==> config.mk <==
export PLATFORM = sky130hd
export DESIGN_NAME = joypad_responder
export DESIGN_NICKNAME = d
export VERILOG_FILES = /design/src/rtl/joypad_pkg.sv /design/src/rtl/sync_edge.sv /design/src/rtl/joypad_responder.sv
export SDC_FILE = /design/constraint.sdc
export NUM_CORES = 1
export LEC_CHECK = 0
export CORE_UTILIZATION = 45
export DETAILED_ROUTE_END_ITERATION = 10
export PLACE_DENSITY = 0.83
export REMOVE_ABC_BUFFERS = 1
export SLEW_MARGIN = 5
export SYNTH_ARGS = -nofsm -noshare
export SYNTH_HDL_FRONTEND = slang
export SYNTH_SLANG_ARGS = --single-unit
export TNS_END_PERCENT = 100
==> constraint.sdc <==
create_clock -name clk_in -period 1 [get_ports clk_in]
set_input_delay 0.15 -clock clk_in [delete_from_list [all_inputs] [get_ports clk_in]]
set_output_delay 0.15 -clock clk_in [all_outputs]
set_load 0.01 [all_outputs]
==> src/rtl/joypad_pkg.sv <==
// Shared constants for the joypad responder.
// Button indices follow the serial read order seen by the host: A is read first.
// Optional feature macro used by the top level: JOYPAD_TURBO_EN.
package joypad_pkg;

  localparam int unsigned BTN_A      = 0;
  localparam int unsigned BTN_B      = 1;
  localparam int unsigned BTN_SELECT = 2;
  localparam int unsigned BTN_START  = 3;
  localparam int unsigned BTN_UP     = 4;
  localparam int unsigned BTN_DOWN   = 5;
  localparam int unsigned BTN_LEFT   = 6;
  localparam int unsigned BTN_RIGHT  = 7;

  // Shift register width and the count at which bits_read saturates.
  localparam int unsigned SHIFT_W   = 8;
  localparam int unsigned SAT_COUNT = 8;

endpackage

==> src/rtl/sync_edge.sv <==
// Multi-flop synchroniser with rising-edge detector for one asynchronous pin.
// Ports:
//   clk_in    - system clock
//   rst_in    - asynchronous active-high reset; clears all flops
//   d_in      - asynchronous input pin
//   level_out - synchronised level (last synchroniser stage)
//   rise_out  - one-cycle pulse when the synchronised level goes 0 -> 1
// Because the edge flop resets to 0, a pin already high at reset release is
// reported as a rising edge once it reaches the last stage.
module sync_edge #(
  parameter int unsigned SYNC_STAGES = 2
) (
  input  logic clk_in,
  input  logic rst_in,
  input  logic d_in,
  output logic level_out,
  output logic rise_out
);

  logic [SYNC_STAGES-1:0] sync_q;
  logic                   edge_q;

  always_ff @(posedge clk_in or posedge rst_in) begin
    if (rst_in) begin
      sync_q <= '0;
      edge_q <= 1'b0;
    end else begin
      sync_q <= {sync_q[SYNC_STAGES-2:0], d_in};
      edge_q <= sync_q[SYNC_STAGES-1];
    end
  end

  assign level_out = sync_q[SYNC_STAGES-1];
  assign rise_out  = sync_q[SYNC_STAGES-1] & ~edge_q;

endmodule

==> src/rtl/joypad_responder.sv <==
// Serial joypad responder: presents captured button state to a host that
// drives latch and shift-clock pins asynchronously to clk_in.
// Ports:
//   clk_in, rst_in   - system clock, asynchronous active-high reset
//   jp_latch_in      - host latch pin (async)
//   jp_clk_in        - host shift clock pin (async)
//   btn_in[7:0]      - button state, 1 = pressed, A..Right = bits 0..7
//   btn_valid_in     - strobe capturing btn_in
//   turbo_in[1:0]    - turbo enable for A/B (only with JOYPAD_TURBO_EN)
//   jp_data_out      - registered serial data pin
//   bits_read_out    - shifts since last latch, saturating at 8
//   frame_done_out   - one-cycle pulse on the 8th shift
// Optional feature: define JOYPAD_TURBO_EN to add turbo on A and B.
module joypad_responder
  import joypad_pkg::*;
#(
  parameter int unsigned SYNC_STAGES     = 2,
  parameter int unsigned DATA_ACTIVE_LOW = 1,
  parameter int unsigned TURBO_LATCHES   = 2
) (
  input  logic                 clk_in,
  input  logic                 rst_in,
  input  logic                 jp_latch_in,
  input  logic                 jp_clk_in,
  input  logic [SHIFT_W-1:0]   btn_in,
  input  logic                 btn_valid_in,
`ifdef JOYPAD_TURBO_EN
  input  logic [1:0]           turbo_in,
`endif
  output logic                 jp_data_out,
  output logic [3:0]           bits_read_out,
  output logic                 frame_done_out
);

  localparam logic PIN_INVERT = (DATA_ACTIVE_LOW != 0);

  logic               latch_level, latch_rise;
  logic               clk_level, clk_rise;
  logic [SHIFT_W-1:0] btn_q;
  logic [SHIFT_W-1:0] shift_q, shift_d;
  logic [3:0]         cnt_q, cnt_d;
  logic               done_q, done_d;
  logic               data_q;
  logic [SHIFT_W-1:0] reload_src;
  logic [SHIFT_W-1:0] reload_val;

  sync_edge #(
    .SYNC_STAGES(SYNC_STAGES)
  ) u_sync_latch (
    .clk_in   (clk_in),
    .rst_in   (rst_in),
    .d_in     (jp_latch_in),
    .level_out(latch_level),
    .rise_out (latch_rise)
  );

  sync_edge #(
    .SYNC_STAGES(SYNC_STAGES)
  ) u_sync_clk (
    .clk_in   (clk_in),
    .rst_in   (rst_in),
    .d_in     (jp_clk_in),
    .level_out(clk_level),
    .rise_out (clk_rise)
  );

  // A strobe coinciding with a reload bypasses btn_q so the new state is seen at once.
  assign reload_src = btn_valid_in ? btn_in : btn_q;

`ifdef JOYPAD_TURBO_EN
  localparam int unsigned TURBO_W = $clog2(TURBO_LATCHES + 1);

  logic [TURBO_W-1:0] turbo_cnt_q;
  logic               turbo_phase_q;

  // Counts latches 1..TURBO_LATCHES; the latch after the last one flips the
  // phase, so each phase spans exactly TURBO_LATCHES frames.
  always_ff @(posedge clk_in or posedge rst_in) begin
    if (rst_in) begin
      turbo_cnt_q   <= '0;
      turbo_phase_q <= 1'b0;
    end else if (latch_rise) begin
      if (turbo_cnt_q == TURBO_W'(TURBO_LATCHES)) begin
        turbo_cnt_q   <= TURBO_W'(1);
        turbo_phase_q <= ~turbo_phase_q;
      end else begin
        turbo_cnt_q <= turbo_cnt_q + TURBO_W'(1);
      end
    end
  end

  // Phase 0 forces turbo-enabled buttons to read released.
  always_comb begin
    reload_val = reload_src;
    if (!turbo_phase_q) begin
      reload_val[BTN_A] = reload_src[BTN_A] & ~turbo_in[0];
      reload_val[BTN_B] = reload_src[BTN_B] & ~turbo_in[1];
    end
  end
`else
  assign reload_val = reload_src;
`endif

  // Latch has priority over shifting; a latch rise is always accompanied by a
  // high latch level, so an abort mid-frame reloads without a done pulse.
  always_comb begin
    shift_d = shift_q;
    cnt_d   = cnt_q;
    done_d  = 1'b0;
    if (latch_rise || latch_level) begin
      shift_d = reload_val;
      cnt_d   = '0;
    end else if (clk_rise && clk_level) begin
      // Fill with pressed so reads past the end return pressed.
      shift_d = {1'b1, shift_q[SHIFT_W-1:1]};
      if (cnt_q < 4'(SAT_COUNT)) begin
        cnt_d = cnt_q + 4'd1;
      end
      done_d = (cnt_q == 4'(SAT_COUNT - 1));
    end
  end

  always_ff @(posedge clk_in or posedge rst_in) begin
    if (rst_in) begin
      btn_q   <= '0;
      shift_q <= '0;
      cnt_q   <= '0;
      done_q  <= 1'b0;
      data_q  <= PIN_INVERT;
    end else begin
      if (btn_valid_in) begin
        btn_q <= btn_in;
      end
      shift_q <= shift_d;
      cnt_q   <= cnt_d;
      done_q  <= done_d;
      data_q  <= shift_d[0] ^ PIN_INVERT;
    end
  end

  assign jp_data_out    = data_q;
  assign bits_read_out  = cnt_q;
  assign frame_done_out = done_q;

endmodule

==> results.yml, run 1 <==
logic_synthesis:
  ys_ff_latch: 27
  synth_top_area_share_pct: 58.8
  synth_area_leader_cell: "dfrtp_1"
  synth_edf_count: 0
  seq_area_frac_synth_pct: 61.2
  yosysMostFrequentCell: "dfrtp_1"
  synth_commonest_cells: "dfrtp_1 (26), o21ai_1 (9), mux2_4 (8), nand2_1 (8), mux2i_1 (7)"
  synthFlopType: "dfrtp_1"
  netlist_area_um2: 1110
  yosysWarnings: 0
  syn_avg_cell_area_um2: 13.7
  yosysUniqueCellTypes: 22
  synth.area.top_cells: "dfrtp_1 (59%), mux2_4 (11%), mux2i_1 (6.3%)"
  netlist_instances: 81
  async_reset_ff_share_pct: 100
clock_tree:
  clk-insertion-delay-late_ns: 0.33
  cts_root_buf: "clkbuf_4"
  tritoncts: "done"
  ctsHtreeMaxLevel: 1
  clock-sinks: 27
  cts_buffers: 3
  clk_pin_slew_ns: 0.15
  cts_max_path_buffers: 2
sta:
  fin_skew_ns: 0.0138
  hold_violations: 0
  setup_viol: 18
  relSlewSlack_pct: 76.1
  finalCriticalPeriod_ns: 1.18
  hold_ws_ns: 0.0135
  tightest_slew_ns: 0.359
  drv_slew: 0
  setup_ws_ns: -0.180
  rsz0062_at_grt: "true"
  clock.fmax_mhz: 847
  period_share_pct: 118
setup_path:
  crit_buf_inv: 1
  cp.depth: 5
  startpoint_type: "flop"
  cpPeakStageDelay_ns: 0.42
  worstPathCellList: "buf_6, ha_4, and4bb_1, xnor2_1, nor2_1"
  arrival_ns: 1.39
  endpoint_kind: "flop"
  rrSetupSlack_ns: -0.18
  critical_path_class: "reg -> reg"
  critPathTopFamily: "flip-flops"
  cp_max_fo: 2
  reg2reg_depth: 5
  worst_path_max_delay_cell: "dfrtp_1"
  crit_required_ns: 1.21
cells_and_area:
  syn2layout_area_growth_pct: 37.9
  fin_util_pct: 67.6
  multi_input_area_um2: 438
  fill_cells: 183
  final_cell_count_no_fill: 143
  nNetsFinal: 130
  diodes: 0
  seqCellArea_um2: 679
  fin_area_um2: 1530
  drive_gt1_share_pct: 40.0
die:
  die_w_um: 51.6
  initial_core_util_pct: 49.1
  num_rows: 17
  die-area_um2: 2660
  design.core.area_um2: 2250
  die_y_um: 51.6
  ios: 19
placement:
  gp_congestion: 0.738
  numPortBuffers: 18
  place_ws_ns: -0.425
  dp.cells: 131
  dpl_cell_area_um2: 1380
route:
  vias: 706
  drt_first_pass_iters: 3
  viasPerCell: 4.94
  wirelength_um: 1950
  wl_per_cell_um: 13.7
  drc_errors: 0
  drt_iter0_markers: 8
  ant_nets: 0
global_route:
  grt_first_pass_wirelength_um: 3390
  grt_max_degree: 25
  antenna_found_initial: 0
  grt_pass1_vias: 764
  grt-ovfl-total: 0
  grt_usage_pct: 17.5
outcome:
  violations: "setup timing"
  status: "finished, violations left"
pwr:
  p_leak_nw: 0.731
  powerDensity_nw_per_um2: 1360
  vdd_drop_max_mv: 0.902
flow_run:
  cap_violations: 0
worst_hold_path:
  hp-class: "in -> async"
## repair_timing
action                     in CTS  in global routing
hold buffers                    0                  0
pin swaps                       7                  6
setup buffers                   5                  3
resized for setup              36                 11
setup endpoints to repair      20                 20
## worst reg2reg max path: stages, from the launching register on
cell and delay, ns:
dfrtp_1 0.42, buf_6 0.13, ha_4 0.15, and4bb_1 0.19
xnor2_1 0.13, nor2_1 0.05
## cell usage in the layout, fill, tap and decap left out
cell / count
a21oi_1: 1
a41oi_2: 1
and4b_1: 1
and4bb_1: 1
buf_12: 2
buf_2: 5
buf_4: 6
buf_6: 10
clkbuf_4: 3
clkdlybuf4s50_1: 11
clkinv_2: 1
dfrtp_1: 24
dfrtp_2: 2
dfstp_2: 1
dlygate4sd2_1: 1
ha_4: 1
inv_1: 1
mux2_4: 8
mux2i_1: 6
mux2i_2: 1
nand2_1: 8
nand2_2: 1
nand2b_4: 1
nor2_1: 3
nor2_4: 1
nor2b_4: 1
nor3b_4: 1
o21a_1: 1
o21ai_1: 9
xnor2_1: 2
## stage by stage
step | TNS [ns] | total power [mW]
after floorplan | -0.392 | 1.42
after global placement | -6.04 | 1.56
after detailed placement | -6.57 | 1.58
after CTS | -1.53 | 2.06
after global routing | -2.44 | 2.19
final | -1.27 | 2.08
## registers in the layout, indices dropped and copies added (netlist names), named ones only
signal and cells:
bits_read_out 4, u_sync_clk.edge_q 1, frame_done_out 1, u_sync_clk.sync_q 2
jp_data_out 1, btn_q 8, u_sync_latch.sync_q 2, shift_q 7
## where the power goes
part           switching, mW  internal [mW]  total, mW
clock network          0.314          0.150      0.464
registers             0.0646           1.19       1.26
logic                  0.135          0.224      0.359
total                  0.514           1.57       2.08
## cell type report
cell class              instances  area share, %
well taps                      28           2.30
multi-input cells              48           28.7
repair buffers                 35           22.4
clock buffers                   3           1.48
flip-flops and latches         27           44.5
inverters                       1          0.246
clock inverters                 1          0.328
## worst paths after layout
kind,startpoint,end
min in group clk_in,jp_clk_in,u_sync_clk.sync_q[0]
hold / removal,rst_in,u_sync_latch.sync_q[0]
max in group asynchronous,rst_in,u_sync_clk.edge_q
hold reg to reg,u_sync_clk.sync_q[0],u_sync_clk.sync_q[1]
setup / recovery,bits_read_out[0],bits_read_out[2]
setup reg to reg,bits_read_out[0],bits_read_out[2]
## metal layers
layer | up-vias | track usage [%] | part of all wire [%]
li1 | 339 | - | -
met2 | 17 | 31.8 | 52
met3 | 6 | 2.63 | 4.0
met5 | - | 0 | 0
met4 | 0 | 6.31 | 1.5
met1 | 344 | 20.7 | 42
## cell families after synthesis
| kind of cell | after synthesis | synth area share, % |
|---|---|---|
| compound gates | 12 | 6.00 |
| xor+xnor | 2 | 1.58 |
| fa+ha+maj | 1 | 1.13 |
| buf+inv | 6 | 3.73 |
| flops | 27 | 61.2 |
| mux | 15 | 17.2 |
| simple gates | 18 | 9.16 |
Power figures use the tool's default switching activity.
==> run 2, diff against run 1 <==
--- a/config.mk
+++ b/config.mk
@@ -5,7 +5,9 @@
 export SDC_FILE = /design/constraint.sdc
 export NUM_CORES = 1
 export LEC_CHECK = 0
+export CORE_MARGIN = 2
 export CORE_UTILIZATION = 45
+export CTS_BUF_LIST = sky130_fd_sc_hd__clkbuf_4 sky130_fd_sc_hd__clkbuf_8
 export DETAILED_ROUTE_END_ITERATION = 10
 export PLACE_DENSITY = 0.83
 export REMOVE_ABC_BUFFERS = 1
==> results.yml, run 2 (synthesized netlist as in run 1, its figures left out) <==
setup_path:
  crit_required_ns: 1.22
  arrival_ns: 1.39
  startpoint_type: "flop"
  endpoint_kind: "flop"
  critical_path_class: "reg -> reg"
  cp_max_fo: 2
clock_tree:
  cts_buffers: 3
  cts_max_path_buffers: 2
  clk_pin_slew_ns: 0.14
  ctsHtreeMaxLevel: 1
  cts_root_buf: "clkbuf_4"
  tritoncts: "done"
  clock-sinks: 27
  clk-insertion-delay-late_ns: 0.32
sta:
  finalCriticalPeriod_ns: 1.17
  fin_skew_ns: 0.00218
  setup_viol: 19
  clock.fmax_mhz: 852
  rsz0062_at_grt: "true"
  tns_ns: -1.65
  drv_slew: 0
  period_share_pct: 117
  setup_ws_ns: -0.174
  hold_violations: 0
  tightest_slew_ns: 0.219
  relSlewSlack_pct: 85.4
pwr:
  total_power_mw: 2.07
  powerDensity_nw_per_um2: 1360
  p_leak_nw: 0.734
  vdd_drop_max_mv: 1.01
route:
  vias: 711
  drt_first_pass_iters: 4
  wirelength_um: 1920
  drt_iter0_markers: 9
  wl_per_cell_um: 13.3
  ant_nets: 0
  drc_errors: 0
  viasPerCell: 4.90
cells_and_area:
  diodes: 0
  nNetsFinal: 132
  layout_commonest_cell: "dfrtp_1"
  largest_register_ffs: 8
  regMostFlops: "btn_q"
  mostFrequentLayoutCells: "dfrtp_1 (25), buf_4 (12), clkdlybuf4s50_1 (11), o21ai_1 (9), buf_6 (9)"
  drive_gt1_share_pct: 40.2
  syn2layout_area_growth_pct: 37.7
  final_cell_count_no_fill: 145
die:
  ios: 19
  die_w_um: 53.6
  die_y_um: 53.6
  initial_core_util_pct: 48.6
  num_rows: 17
  design.core.area_um2: 2280
  die-area_um2: 2870
outcome:
  status: "finished, violations left"
  violations: "setup timing"
placement:
  numPortBuffers: 18
  gp_congestion: 0.833
  hpwl_um: 1390
  dp.cells: 134
worst_hold_path:
  hp-class: "in -> async"
global_route:
  grt_usage_pct: 16.3
  antenna_found_initial: 0
  grt_first_pass_wirelength_um: 3270
  grt_max_degree: 23
  grt-ovfl-total: 0
  grt_pass1_vias: 696
flow_run:
  cap_violations: 0
run 2: changes by cell type in the layout (fill, tap and decap cells not counted):
cell	delta
buf_12	-1
buf_2	-2
buf_4	+6
buf_6	-1
dfrtp_1	+1
dfrtp_2	-1
nor2_2	+1
nor2_4	-1
run 2: worst paths after layout:
path | endpoint | cells after the start | slack, ns | from
setup / recovery | bits_read_out[2] | 5 | -0.17 | bits_read_out[1]
hold / removal | u_sync_latch.sync_q[0] | 3 | 0.16 | rst_in
setup reg to reg | bits_read_out[2] | 5 | -0.17 | bits_read_out[1]
hold reg to reg | u_sync_latch.sync_q[1] | 0 | 0.37 | u_sync_latch.sync_q[0]
max in group asynchronous | u_sync_clk.edge_q | 3 | 0.70 | rst_in
min in group clk_in | u_sync_latch.sync_q[0] | 1 | 0.26 | jp_latch_in
run 2: final cells by class:
cell class / count / area, µm²
fillers: 163 / 753
flip-flops and latches: 27 / 678
multi-input cells: 48 / 433
repair buffers: 37 / 345
well taps: 28 / 35.0
clock buffers: 3 / 22.5
clock inverters: 1 / 5.00
inverters: 1 / 3.75
run 2: critical path: stages, from the launching register on:
cell	delay, ns
dfrtp_1	0.42
buf_6	0.13
ha_4	0.14
and4bb_1	0.20
xnor2_1	0.13
nor2_1	0.06
run 2: through the flow:
stage / hold slack [ns] / util (%) / instance area, µm² / setup WS, ns
final: 0.158 / 66.9 / 1520 / -0.174
after CTS: 0.147 / 66.6 / 1520 / -0.188
after global routing: 0.157 / 66.9 / 1520 / -0.279
after global placement: 0.334 / 60.9 / 1390 / -0.355
after floorplan: 0.181 / - / 1070 / -0.147
after detailed placement: 0.339 / 60.9 / 1390 / -0.412
run 2: power by group:
| group | total (mW) | internal, mW | switching (mW) |
|---|---|---|---|
| clock | 0.458 | 0.150 | 0.308 |
| combinational | 0.378 | 0.231 | 0.147 |
| sequential | 1.24 | 1.19 | 0.0485 |
run 2: what timing repair did:
item | in CTS | in global routing
hold buffers | 0 | 0
gates resized for setup | 39 | 5
setup endpoints to repair | 20 | 20
setup buffers | 8 | 0
pin swaps | 5 | 11
run 2: routing by layer:
layer	wire length, µm	global-route usage [%]
met1	865	21.9
met3	66	3.89
met4	13	6.41
met5	0	0
met2	977	25.7
==> run 3, diff against run 2 <==
--- a/config.mk
+++ b/config.mk
@@ -5,11 +5,10 @@
 export SDC_FILE = /design/constraint.sdc
 export NUM_CORES = 1
 export LEC_CHECK = 0
-export CORE_MARGIN = 2
-export CORE_UTILIZATION = 45
+export CORE_UTILIZATION = 48
 export CTS_BUF_LIST = sky130_fd_sc_hd__clkbuf_4 sky130_fd_sc_hd__clkbuf_8
 export DETAILED_ROUTE_END_ITERATION = 10
-export PLACE_DENSITY = 0.83
+export PLACE_DENSITY = 0.87
 export REMOVE_ABC_BUFFERS = 1
 export SLEW_MARGIN = 5
 export SYNTH_ARGS = -nofsm -noshare
==> results.yml, run 3 (synthesized netlist as in run 1, its figures left out) <==
sta:
  hold_violations: 0
  drv_slew: 0
  finalCriticalPeriod_ns: 1.17
  setup_viol: 16
  period_share_pct: 117
  tns_ns: -1.61
  rsz0062_at_grt: "true"
  setup_ws_ns: -0.174
  fin_skew_ns: 0.00505
  tightest_slew_ns: 0.368
  clock.fmax_mhz: 851
  relSlewSlack_pct: 75.4
setup_path:
  worst_path_max_delay_cell: "dfrtp_1"
  arrival_ns: 1.37
  endpoint_kind: "flop"
  worstPathCellList: "buf_6, ha_4, and4bb_1, xnor2_1, nor2_1"
  reg2reg_depth: 5
  crit_required_ns: 1.20
  startpoint_type: "flop"
  cp_max_fo: 2
  critical_path_class: "reg -> reg"
  cpPeakStageDelay_ns: 0.41
pwr:
  p_sw_share_pct: 23.1
  vdd_drop_max_mv: 1.04
  total_power_mw: 2.06
  p_switching_uw: 475
  powerDensity_nw_per_um2: 1390
  power.internal_mw: 1.58
  p_comb_share_pct: 16.6
  p_leak_nw: 0.707
  clock_power_share_pct: 22.8
  p_seq_share_pct: 60.7
global_route:
  grt-ovfl-total: 0
  grt_max_degree: 23
  antenna_found_initial: 0
  grt_pass1_vias: 730
  grt_first_pass_wirelength_um: 3150
  grt_usage_pct: 17.2
flow_run:
  cap_violations: 0
cells_and_area:
  layout_commonest_cell: "dfrtp_1"
  fin_util_pct: 67.4
  regMostFlops: "btn_q"
  fill_cells: 165
  mostFrequentLayoutCells: "dfrtp_1 (24), clkdlybuf4s50_1 (11), o21ai_1 (9), buf_4 (9)"
  nNetsFinal: 128
  drive_gt1_share_pct: 37.2
  largest_register_ffs: 8
  diodes: 0
  syn2layout_area_growth_pct: 33.5
route:
  wirelength_um: 1870
  wl_per_cell_um: 13.3
  drt_first_pass_iters: 1
  vias: 701
  drc_errors: 0
  ant_nets: 0
  viasPerCell: 4.97
  drt_iter0_markers: 0
die:
  initial_core_util_pct: 50.5
  die_y_um: 50.0
  design.core.area_um2: 2190
  ios: 19
  die-area_um2: 2500
  num_rows: 17
  die_w_um: 50.0
clock_tree:
  cts_max_path_buffers: 2
  ctsHtreeMaxLevel: 1
  cts_hold_buf: 0
  cts_root_buf: "clkbuf_4"
  clock-sinks: 27
  clk-insertion-delay-late_ns: 0.31
  cts_buffers: 3
  tritoncts: "done"
  clk_pin_slew_ns: 0.13
placement:
  gp_congestion: 0.800
  numPortBuffers: 18
  hpwl_um: 1430
outcome:
  status: "finished, violations left"
  violations: "setup timing"
worst_hold_path:
  hp-class: "in -> async"
## run 3: cell count changes in the layout (fill, tap and decap cells not counted), sizes merged
cell	previous run	this run
clkinv	1	0
clkbuf	3	4
dlygate4sd2	1	2
buf	25	20
## run 3: metrics by stage
step	hold slack [ns]	area [µm²]	setup WS (ns)	cells
global route	0.0529	1480	-0.221	141
finish	0.0423	1480	-0.174	141
detailed placement	0.345	1380	-0.418	133
floorplan	0.181	1070	-0.147	76
global placement	0.332	1380	-0.392	133
CTS	0.0432	1470	-0.201	141
## run 3: layer usage
layer / wire [µm] / share of wire [%] / track usage [%]
met3: 47 / 2.5 / 1.85
met2: 963 / 51 / 27.3
met1: 817 / 44 / 22.6
met4: 44 / 2.3 / 10.0
met5: 0 / 0 / 0
## run 3: final cells by class
type                            count  area, µm²  area share (%)
Clock buffer                        4       30.0            2.03
Inverter                            1       3.75           0.254
Multi-Input combinational cell     48        425            28.8
Sequential cell                    27        679            46.0
Tap cell                           28       35.0            2.37
Timing Repair Buffer               33        303            20.5
## run 3: worst paths after layout
| kind | from | end | slack, ns |
|---|---|---|---|
| setup / recovery | bits_read_out[0] | bits_read_out[2] | -0.17 |
| hold / removal | rst_in | shift_q[1] | 0.04 |
| setup reg to reg | bits_read_out[0] | bits_read_out[2] | -0.17 |
| hold reg to reg | u_sync_clk.sync_q[0] | u_sync_clk.sync_q[1] | 0.37 |
| max in group asynchronous | rst_in | u_sync_clk.edge_q | 0.55 |
| min in group clk_in | jp_clk_in | u_sync_clk.sync_q[0] | 0.26 |
## run 3: worst max-delay path, delay by kind of cell (launching register included)
kind,cells,cell delay [ns]
flip-flops,1,0.41
AND/OR/NAND/NOR,2,0.24
XOR/XNOR,1,0.13
buffers and inverters,1,0.13
adder cells (fa/ha/maj),1,0.15
## run 3: power by group through the flow
stage / logic [mW] / clock network [mW] / registers [mW]
2_1_floorplan: 0.167 / 0 / 1.26
6_report: 0.340 / 0.469 / 1.25
4_1_cts: 0.342 / 0.495 / 1.25
5_1_grt: 0.370 / 0.534 / 1.26
3_5_place_dp: 0.317 / 0 / 1.27
3_3_place_gp: 0.301 / 0 / 1.26
## run 3: what timing repair did
| item | CTS | global route |
|---|---|---|
| cloned | 0 | 0 |
| endpoints found under the setup margin | 20 | 20 |
| buffers inserted | 4 | 0 |
| pin swaps | 5 | 6 |
| resized for setup | 34 | 3 |
